**config.mk**
```make
export PLATFORM = sky130hd
export DESIGN_NAME = seq_mul_unit_flat
export DESIGN_NICKNAME = d
export VERILOG_FILES = /design/src/rtl/seq_mul_if.sv /design/src/rtl/seq_mul_unit.sv /design/src/flat_wrapper.sv
export SDC_FILE = /design/constraint.sdc
export NUM_CORES = 1
export LEC_CHECK = 0
export ABC_AREA = 1
export BUFFER_PORTS_ARGS = -buffer_cell sky130_fd_sc_hd__buf_2
export CAP_MARGIN = 20
export CORE_ASPECT_RATIO = 0.5
export CORE_MARGIN = 2
export CORE_UTILIZATION = 25
export CTS_BUF_LIST = sky130_fd_sc_hd__clkbuf_8
export DETAILED_ROUTE_END_ITERATION = 12
export PLACE_DENSITY_LB_ADDON = 0.1
export SETUP_SLACK_MARGIN = 0.3
export SYNTH_ARGS = -nofsm -noshare
export SYNTH_HDL_FRONTEND = slang
export SYNTH_SLANG_ARGS = --single-unit
```
**constraint.sdc**
```tcl
create_clock -name clk -period 18.2 [get_ports clk]
set_clock_uncertainty 0.1 [all_clocks]
set_input_delay 0.91 -clock clk [delete_from_list [all_inputs] [get_ports clk]]
set_output_delay 0.91 -clock clk [all_outputs]
set_load 0.05 [all_outputs]
```
**src/rtl/seq_mul_if.sv**
```systemverilog
// Request/response bundle for the iterative multiplier: operands and opcode
// toward the unit, busy/done/result back to the execute stage.
interface seq_mul_if #(
  parameter int XLEN = 32
) ();
  logic            start;
  logic [1:0]      op;
  logic [XLEN-1:0] rs1;
  logic [XLEN-1:0] rs2;
  logic            flush;
  logic            busy;
  logic            done;
  logic [XLEN-1:0] result;

  modport master (
    output start, op, rs1, rs2, flush,
    input  busy, done, result
  );

  modport slave (
    input  start, op, rs1, rs2, flush,
    output busy, done, result
  );
endinterface

```
**src/rtl/seq_mul_unit.sv**
```systemverilog
// Iterative shift-add multiplier for RV32M MUL/MULH/MULHSU/MULHU.
// Operands are reduced to magnitudes at start, BPC multiplier bits are
// retired per cycle into a 2*XLEN accumulator, and the sign is reapplied
// on the final cycle before selecting the low or high half.
module seq_mul_unit #(
  parameter int XLEN = 32,
  parameter int BPC  = 1
) (
  input  logic        clk,
  input  logic        rst,
  seq_mul_if.slave    bus
);

  localparam int N  = XLEN / BPC;
  localparam int CW = $clog2(N + 1);
  localparam logic [CW-1:0] CNT_N   = CW'(N);
  localparam logic [CW-1:0] CNT_ONE = {{(CW-1){1'b0}}, 1'b1};

  typedef enum logic [0:0] {
    ST_IDLE = 1'b0,
    ST_RUN  = 1'b1
  } state_t;

  state_t            state_r, state_s;
  logic [2*XLEN-1:0] mcand_r, mcand_s;
  logic [XLEN-1:0]   mplier_r, mplier_s;
  logic [2*XLEN-1:0] acc_r, acc_s;
  logic [CW-1:0]     count_r, count_s;
  logic [1:0]        op_r, op_s;
  logic              neg_r, neg_s;
  logic              done_r, done_s;
  logic [XLEN-1:0]   result_r, result_s;

  logic              rs1_signed_s, rs2_signed_s;
  logic [XLEN-1:0]   abs1_s, abs2_s;
  logic [2*XLEN-1:0] pp_s, sum_s, prod_s;

  // Magnitude of an operand; the most-negative value maps to 2^(XLEN-1) unsigned.
  function automatic logic [XLEN-1:0] magnitude(input logic [XLEN-1:0] v,
                                                input logic            is_signed);
    logic [XLEN-1:0] m;
    if (is_signed && v[XLEN-1]) begin
      m = ~v + {{(XLEN-1){1'b0}}, 1'b1};
    end else begin
      m = v;
    end
    return m;
  endfunction

  // Shifted multiplicand times one BPC-bit multiplier digit.
  function automatic logic [2*XLEN-1:0] partial(input logic [2*XLEN-1:0] mc,
                                                input logic [BPC-1:0]    digit);
    logic [2*XLEN-1:0] p;
    p = {(2*XLEN){1'b0}};
    for (int j = 0; j < BPC; j++) begin
      if (digit[j]) begin
        p = p + (mc << j);
      end else begin
        p = p;
      end
    end
    return p;
  endfunction

  // Next-state and datapath update; flush in RUN aborts without touching result.
  always_comb begin
    state_s  = state_r;
    mcand_s  = mcand_r;
    mplier_s = mplier_r;
    acc_s    = acc_r;
    count_s  = count_r;
    op_s     = op_r;
    neg_s    = neg_r;
    done_s   = 1'b0;
    result_s = result_r;

    rs1_signed_s = (bus.op == 2'b01) || (bus.op == 2'b10);
    rs2_signed_s = (bus.op == 2'b01);
    abs1_s       = magnitude(bus.rs1, rs1_signed_s);
    abs2_s       = magnitude(bus.rs2, rs2_signed_s);

    pp_s   = partial(mcand_r, mplier_r[BPC-1:0]);
    sum_s  = acc_r + pp_s;
    prod_s = neg_r ? (~sum_s + {{(2*XLEN-1){1'b0}}, 1'b1}) : sum_s;

    case (state_r)
      ST_IDLE: begin
        if (bus.start && !bus.flush) begin
          state_s  = ST_RUN;
          mcand_s  = {{XLEN{1'b0}}, abs1_s};
          mplier_s = abs2_s;
          acc_s    = {(2*XLEN){1'b0}};
          count_s  = CNT_N;
          op_s     = bus.op;
          neg_s    = (rs1_signed_s & bus.rs1[XLEN-1]) ^ (rs2_signed_s & bus.rs2[XLEN-1]);
        end else begin
          state_s = ST_IDLE;
        end
      end
      ST_RUN: begin
        if (bus.flush) begin
          state_s = ST_IDLE;
          count_s = {CW{1'b0}};
        end else begin
          acc_s    = sum_s;
          mcand_s  = mcand_r << BPC;
          mplier_s = mplier_r >> BPC;
          count_s  = count_r - CNT_ONE;
          if (count_r == CNT_ONE) begin
            state_s  = ST_IDLE;
            done_s   = 1'b1;
            result_s = (op_r == 2'b00) ? prod_s[XLEN-1:0] : prod_s[2*XLEN-1:XLEN];
          end else begin
            state_s = ST_RUN;
          end
        end
      end
      default: begin
        state_s = ST_IDLE;
      end
    endcase
  end

  // FSM state register.
  always_ff @(posedge clk or posedge rst) begin
    if (rst) begin
      state_r <= ST_IDLE;
    end else begin
      state_r <= state_s;
    end
  end

  // Datapath and output registers.
  always_ff @(posedge clk or posedge rst) begin
    if (rst) begin
      mcand_r  <= {(2*XLEN){1'b0}};
      mplier_r <= {XLEN{1'b0}};
      acc_r    <= {(2*XLEN){1'b0}};
      count_r  <= {CW{1'b0}};
      op_r     <= 2'b00;
      neg_r    <= 1'b0;
      done_r   <= 1'b0;
      result_r <= {XLEN{1'b0}};
    end else begin
      mcand_r  <= mcand_s;
      mplier_r <= mplier_s;
      acc_r    <= acc_s;
      count_r  <= count_s;
      op_r     <= op_s;
      neg_r    <= neg_s;
      done_r   <= done_s;
      result_r <= result_s;
    end
  end

  assign bus.busy   = (state_r == ST_RUN);
  assign bus.done   = done_r;
  assign bus.result = result_r;

endmodule

```
**src/flat_wrapper.sv**
```systemverilog
// flat-port wrapper written by rule: the top's interface ports become plain ports
module seq_mul_unit_flat 
#(
  parameter int XLEN = 32,
  parameter int BPC  = 1
)
  (clk, rst, bus_start, bus_op, bus_rs1, bus_rs2, bus_flush, bus_busy, bus_done, bus_result);
  seq_mul_if #(.XLEN(XLEN)) bus_i ();
  input  logic clk;
  input  logic rst;
  input wire logic [$bits(bus_i.start)-1:0] bus_start;
  input wire logic [$bits(bus_i.op)-1:0] bus_op;
  input wire logic [$bits(bus_i.rs1)-1:0] bus_rs1;
  input wire logic [$bits(bus_i.rs2)-1:0] bus_rs2;
  input wire logic [$bits(bus_i.flush)-1:0] bus_flush;
  output wire logic [$bits(bus_i.busy)-1:0] bus_busy;
  output wire logic [$bits(bus_i.done)-1:0] bus_done;
  output wire logic [$bits(bus_i.result)-1:0] bus_result;
  assign bus_i.start = bus_start;
  assign bus_i.op = bus_op;
  assign bus_i.rs1 = bus_rs1;
  assign bus_i.rs2 = bus_rs2;
  assign bus_i.flush = bus_flush;
  assign bus_busy = bus_i.busy;
  assign bus_done = bus_i.done;
  assign bus_result = bus_i.result;
  seq_mul_unit #(.XLEN(XLEN), .BPC(BPC)) u_core (.clk(clk), .rst(rst), .bus(bus_i));
endmodule
```
==> results of run 1 <==
registers in the layout, summed over array words and instances, names as in the netlist:
signal,count
u_core.bus.result,32
u_core.mplier_r,32
u_core.bus.busy,1
u_core.count_r,6
u_core.mcand_r,64
u_core.neg_r,1
u_core.acc_r,64
u_core.bus.done,1
u_core.op_r,2
power by group through the flow:
stage / clock network [uW] / logic, uW / registers [uW]
after CTS: 556 / 1520 / 684
after floorplan: 0 / 941 / 760
after global routing: 574 / 1680 / 698
after global placement: 0 / 1510 / 692
final: 539 / 1510 / 684
after detailed placement: 0 / 1510 / 690
worst reg2reg max path: stages, from the launching register on:
cell and delay [ns]:
dfrtp_2 0.34, buf_4 0.60, nand2_1 0.12, inv_1 0.08, ha_1 0.26, inv_1 0.08, fa_1 0.40, inv_1 0.09
nand3_1 0.14, nand3_2 0.23, nand2_2 0.10, nand2_2 0.15, nand2_1 0.07, nand2_1 0.23, inv_2 0.09, nor2_1 0.13
nand2_1 0.11, nor2_2 0.15, nand2_1 0.08, nand3_1 0.08, nand2_1 0.06, o21ai_0 0.64, inv_1 0.10, a21oi_1 0.16
area by class of cell:
cell class	count	area share
Sequential cell	203	0.2381
Clock buffer	51	0.03287
Timing Repair Buffer	119	0.02977
Clock inverter	19	0.007324
Inverter	593	0.1046
Tap cell	1022	0.05988
Antenna cell	2	0.0002344
Multi-Input combinational cell	2352	0.5273
logic make-up (layout without fill, tap and decap cells):
logic type,after synthesis,count (layout),share of synthesized area
AOI/OAI and AO/OA,491,491,0.1401
xor gates and xnor gates,20,20,0.009674
adders and majority gates,70,70,0.04678
buffers and inverters,674,782,0.1353
DFF,203,203,0.2690
other,0,2,0
and+or+nand+nor,1771,1771,0.3991
metrics by stage:
| stage | power (uW) | util | instances | area, um2 | hold slack, ns |
|---|---|---|---|---|---|
| after CTS | 2758 | 0.2847 | 4359 | 21350 | 0.2565 |
| after floorplan | 1701 | - | 3229 | 18880 | 0.3429 |
| after detailed placement | 2202 | 0.2733 | 4289 | 20490 | 0.3607 |
| final | 2730 | 0.2848 | 4361 | 21350 | 0.2548 |
| after global placement | 2201 | 0.2733 | 4289 | 20490 | 0.3607 |
| after global routing | 2948 | 0.2848 | 4360 | 21350 | 0.2970 |
worst min-delay path by stage:
stage / to / slack [ns] / cells after the start
final: u_core.mplier_r[22]$_DFFE_PP0P_ / 0.25 / 2
after detailed placement: u_core.mplier_r[30]$_DFFE_PP0P_ / 0.36 / 2
after global placement: u_core.mplier_r[14]$_DFFE_PP0P_ / 0.36 / 2
after floorplan: u_core.op_r[0]$_DFFE_PP0P_ / 0.34 / 2
after global routing: u_core.mplier_r[22]$_DFFE_PP0P_ / 0.30 / 2
after CTS: u_core.mplier_r[22]$_DFFE_PP0P_ / 0.26 / 2
routing by layer:
metal	share of wire	GRT usage
met5	0	0
met1	0.50	0.2997
met3	0.044	0.02720
met2	0.43	0.3290
met4	0.027	0.05733
synthesized netlist by cell type (16+ instances only):
cell,instances,area (um2)
dfrtp_1,203,5080
o22ai_1,35,219.0
o21ai_0,252,1261
a21oi_1,152,760.7
clkbuf_1,63,236.5
xor2_1,16,140.1
nor2_1,273,1025
nand2_2,51,319.1
nand3_1,144,720.7
nor2_2,31,193.9
nand4_1,34,212.7
nor3_1,35,175.2
ha_1,69,863.3
nand2_1,1135,4260
inv_1,571,2143
==> flow_summary.ini, run 1 <==
[timing]
worst_pin_slew_ns = 0.9925
setup_viol = 0
max_freq_mhz = 213.0
fin_crit_sh = 0.2579
setup_ws_ns = 13.51
slew_violations = 0
rsz0062_at_grt = no
relSlewSlack = 0.3314
hold_violations = 0
tns_ns = 0
min_period_ns = 4.694

[clock_tree]
clock_sinks = 203
cts_resized = 0
clkLatencyLatePin_ns = 0.68
cts_tree = built
cts_setup_buffers = 0
numCtsBuffers = 40
clock_tree.buffer_depth = 3
htreeDepth = 2
holdBufCountCts = 0
path_clk_slew_ns = 0.07
cts_root_buffer = clkbuf_8

[routing]
ant_nets = 0
drtPass1Iterations = 6
routed_wl_um = 81110
drtIter0Drc = 1536
vias = 20020
wl_per_cell_um = 18.60
drc = 0
vias_per_cell = 4.590

[setup_path]
crit_arrival_ns = 5.17
max_stage_delay_ns = 0.64
worstSetupPathType = flip-flop to flip-flop
crit_family = simple AND/OR/NAND/NOR gates
r2r.worst_path.cells = 23
critPathLaunch = u_core.mplier_r[0]$_DFFE_PP0P_
crit_end = u_core.bus.result[26]$_DFFE_PP0P_
cp.depth = 23
path_cells = buf_4 > nand2_1 > inv_1 > ha_1 > inv_1 > fa_1 > inv_1 > nand3_1 > nand3_2 > nand2_2 > nand2_2 > nand2_1 > nand2_1 > inv_2 > nor2_1 > nand2_1 > nor2_2 > nand2_1 > nand3_1 > nand2_1 > o21ai_0 > inv_1 > a21oi_1
critPathMostFrequentCell = nand2_1
worstReg2RegEnd = u_core.bus.result[26]$_DFFE_PP0P_
rrSetupSlack_ns = 13.51
crit_fanout = 65
worst-path-buf-inv = 6
reg2reg_from = u_core.mplier_r[0]$_DFFE_PP0P_
critPathCaptureType = flip-flop
crit_required_ns = 18.68
critPathSlowestCell = o21ai_0
start_kind = flip-flop

[pwr]
p_switching_uw = 1472
seqPwrFrac = 0.250
peakVddDrop_mv = 0.06343
p_leak_uw = 0.01169
power_frac_comb = 0.552
power.density_nw_per_um2 = 127.9
clockPowerShare = 0.197
p_int_uw = 1259
swShare = 0.5390

[grt]
grt_pass1_wl_um = 122200
grt_max_degree = 89
antenna_found_initial = 3
grt_overflow = 0
track_usage = 0.2095
grt_pass1_vias = 19260

[finish]
layout_common_cells = nand2_1, inv_1, nor2_1
drive_gt1_frac = 0.1031
layout_commonest_cell = nand2_1
fillers = 8664
multiInputGateArea_um2 = 11260
area_growth_pct = 13.08
register_area_um2 = 5084
fin_nets = 3449

[placement]
place.gp.congestion = 0.8973
io_buffers = 103
place_ws_ns = 13.48
dp_hpwl_um = 64490

[flow_run]
cap_violations = 0

[synthesis]
synth_seq_cells = 203
seq_area_frac_synth = 0.2690
synthArstFlopShare = 1.000
synth_nets = 3369
synth_area_um2 = 18880
synth_flop_cell = dfrtp_1
synth_edf_count = 0
synth_cell_type_count = 54
postSynthCellCount = 3229
synth_area_per_cell_um2 = 5.848
yosys_warnings = 0

[floorplan]
initial_core_util = 0.2519
rows = 71
die_h_um = 198.3
core-area_um2 = 74980
die_x_um = 392.7
die-area_um2 = 77890
io_pins = 104

[hold_path]
hold_path.class = primary input to asynchronous set/reset pin

[status]
status = completed
No activity file was read; power rests on OpenSTA's default activity.
==> run 2, diff against run 1 <==
==> constraint.sdc (replaced) <==
create_clock -name clk -period 4.3 [get_ports clk]
set_clock_uncertainty 0.1 [all_clocks]
set_input_delay 0.215 -clock clk [delete_from_list [all_inputs] [get_ports clk]]
set_output_delay 0.215 -clock clk [all_outputs]
set_load 0.05 [all_outputs]
==> flow_summary.ini, run 2 (same netlist as run 1, synthesis figures left out) <==
[timing]
setup_viol = 0
fin_crit_sh = 0.9108
tns_ns = 0
relSlewSlack = 0.3878
worst_pin_slew_ns = 0.9183
hold_violations = 0
min_period_ns = 3.917
max_freq_mhz = 255.3
rsz0062_at_grt = yes
slew_violations = 0

[placement]
dp_hpwl_um = 65180
place.gp.congestion = 0.9192
io_buffers = 103
dpl-instance-area_um2 = 20830

[clock_tree]
clkLatencyLatePin_ns = 0.67
cts_root_buffer = clkbuf_8
numCtsBuffers = 41
path_clk_slew_ns = 0.07
cts_tree = built
clock_tree.buffer_depth = 3
clock_sinks = 203
htreeDepth = 2

[routing]
vias = 20610
vias_per_cell = 4.594
drtIter0Drc = 1540
drc = 0
routed_wl_um = 83100
drtPass1Iterations = 7
wl_per_cell_um = 18.52
ant_nets = 0

[pwr]
p_total_uw = 12220
seqPwrFrac = 0.237
power_frac_comb = 0.575
swShare = 0.5282
peakVddDrop_mv = 0.2541
power.density_nw_per_um2 = 521.5
p_leak_uw = 0.01234
clockPowerShare = 0.188
p_int_uw = 5763
p_switching_uw = 6453

[grt]
track_usage = 0.2122
grt_pass1_wl_um = 123700
grt_pass1_vias = 19910
grt_overflow = 0
grt_max_degree = 164
antenna_found_initial = 0

[finish]
layout_common_cells = nand2_1, inv_1, o21ai_0
area_growth_pct = 24.04
fin_area_um2 = 23430
reg_top3 = u_core.acc_r (64), u_core.mcand_r (64)
layout_commonest_cell = nand2_1
drive_gt1_frac = 0.1640
fin_nets = 3577

[floorplan]
rows = 71
initial_core_util = 0.2519
die-area_um2 = 77890
die_h_um = 198.3
io_pins = 104
die_x_um = 392.7
core-area_um2 = 74980

[setup_path]
start_kind = flip-flop
worstSetupPathType = flip-flop to flip-flop
crit_arrival_ns = 4.41
crit_fanout = 10
critPathCaptureType = flip-flop
crit_required_ns = 4.79

[status]
status = completed

[flow_run]
cap_violations = 0

[hold_path]
hold_path.class = primary input to asynchronous set/reset pin
run 2: worst max-delay path: stages (launching register included):
cell,delay (ns)
dfrtp_2,0.46
buf_4,0.20
nand2_1,0.16
inv_1,0.09
ha_2,0.41
nand2_1,0.15
nor2_2,0.15
inv_2,0.10
nor2_4,0.18
nand2_1,0.16
clkinv_1,0.07
nand2_1,0.06
nand3_1,0.10
nand2_2,0.11
nor2_1,0.17
nand2_1,0.12
nor2_4,0.11
nand3_4,0.15
o21ai_2,0.26
nand2_1,0.08
nand2_1,0.06
nand3_1,0.18
a21oi_1,0.20
run 2: path summary, 6_finish.rpt:
check | start | endpoint | slack, ns | depth (start not counted)
worst min-delay path | rst | u_core.mcand_r[27]$_DFFE_PP0P_ | 0.16 | 4
worst min register to register | u_core.mplier_r[8]$_DFFE_PP0P_ | u_core.mplier_r[8]$_DFFE_PP0P_ | 0.38 | 2
max in group asynchronous | rst | u_core.mcand_r[47]$_DFFE_PP0P_ | 2.95 | 5
min in group clk | bus_rs2[0] | u_core.mplier_r[0]$_DFFE_PP0P_ | 0.32 | 4
worst max-delay path | u_core.mplier_r[0]$_DFFE_PP0P_ | u_core.bus.result[17]$_DFFE_PP0P_ | 0.38 | 22
worst max register to register | u_core.mplier_r[0]$_DFFE_PP0P_ | u_core.bus.result[17]$_DFFE_PP0P_ | 0.38 | 22
run 2: area by class of cell:
class | instances | area [um2]
Antenna cell | 1 | 2.502
Inverter | 593 | 2230
Fill cell | 8524 | 51550
Multi-Input combinational cell | 2352 | 12110
Clock inverter | 21 | 195.2
Timing Repair Buffer | 246 | 1854
Clock buffer | 49 | 674.4
Tap cell | 1022 | 1279
Sequential cell | 203 | 5084
run 2: power by group through the flow:
stage	combinational [uW]	sequential, uW	clock (uW)
after global routing	7790	2960	2470
after detailed placement	6540	2910	0
after global placement	6540	2910	0
final	7030	2890	2290
after floorplan	3980	3220	0
after CTS	6670	2880	2380
run 2: what timing repair did:
action / 4_1_cts / 5_1_grt
hold buffers: 79 / 0
gates resized for setup: 22 / 209
setup buffers: 0 / 6
gates cloned: 0 / 1
setup endpoints to repair: 19 / 33
endpoints found under the hold margin: 232 / 0
pin swaps: 1 / 14
run 2: stage by stage:
stage	hold WS (ns)	instances	setup slack, ns	utilization
finish	0.1585	4487	0.3835	0.3124
global route	0.1541	4486	0.1578	0.3124
CTS	0.1153	4479	0.3040	0.3011
detailed placement	0.2842	4330	0.09726	0.2779
global placement	0.2840	4330	0.07393	0.2779
floorplan	0.2316	3229	0.7250	-
run 2: routing by layer:
metal / track usage / wire length, um
met4: 0.06088 / 2396
met1: 0.2999 / 40530
met2: 0.3346 / 35960
met5: 0 / 0
met3: 0.02997 / 4216
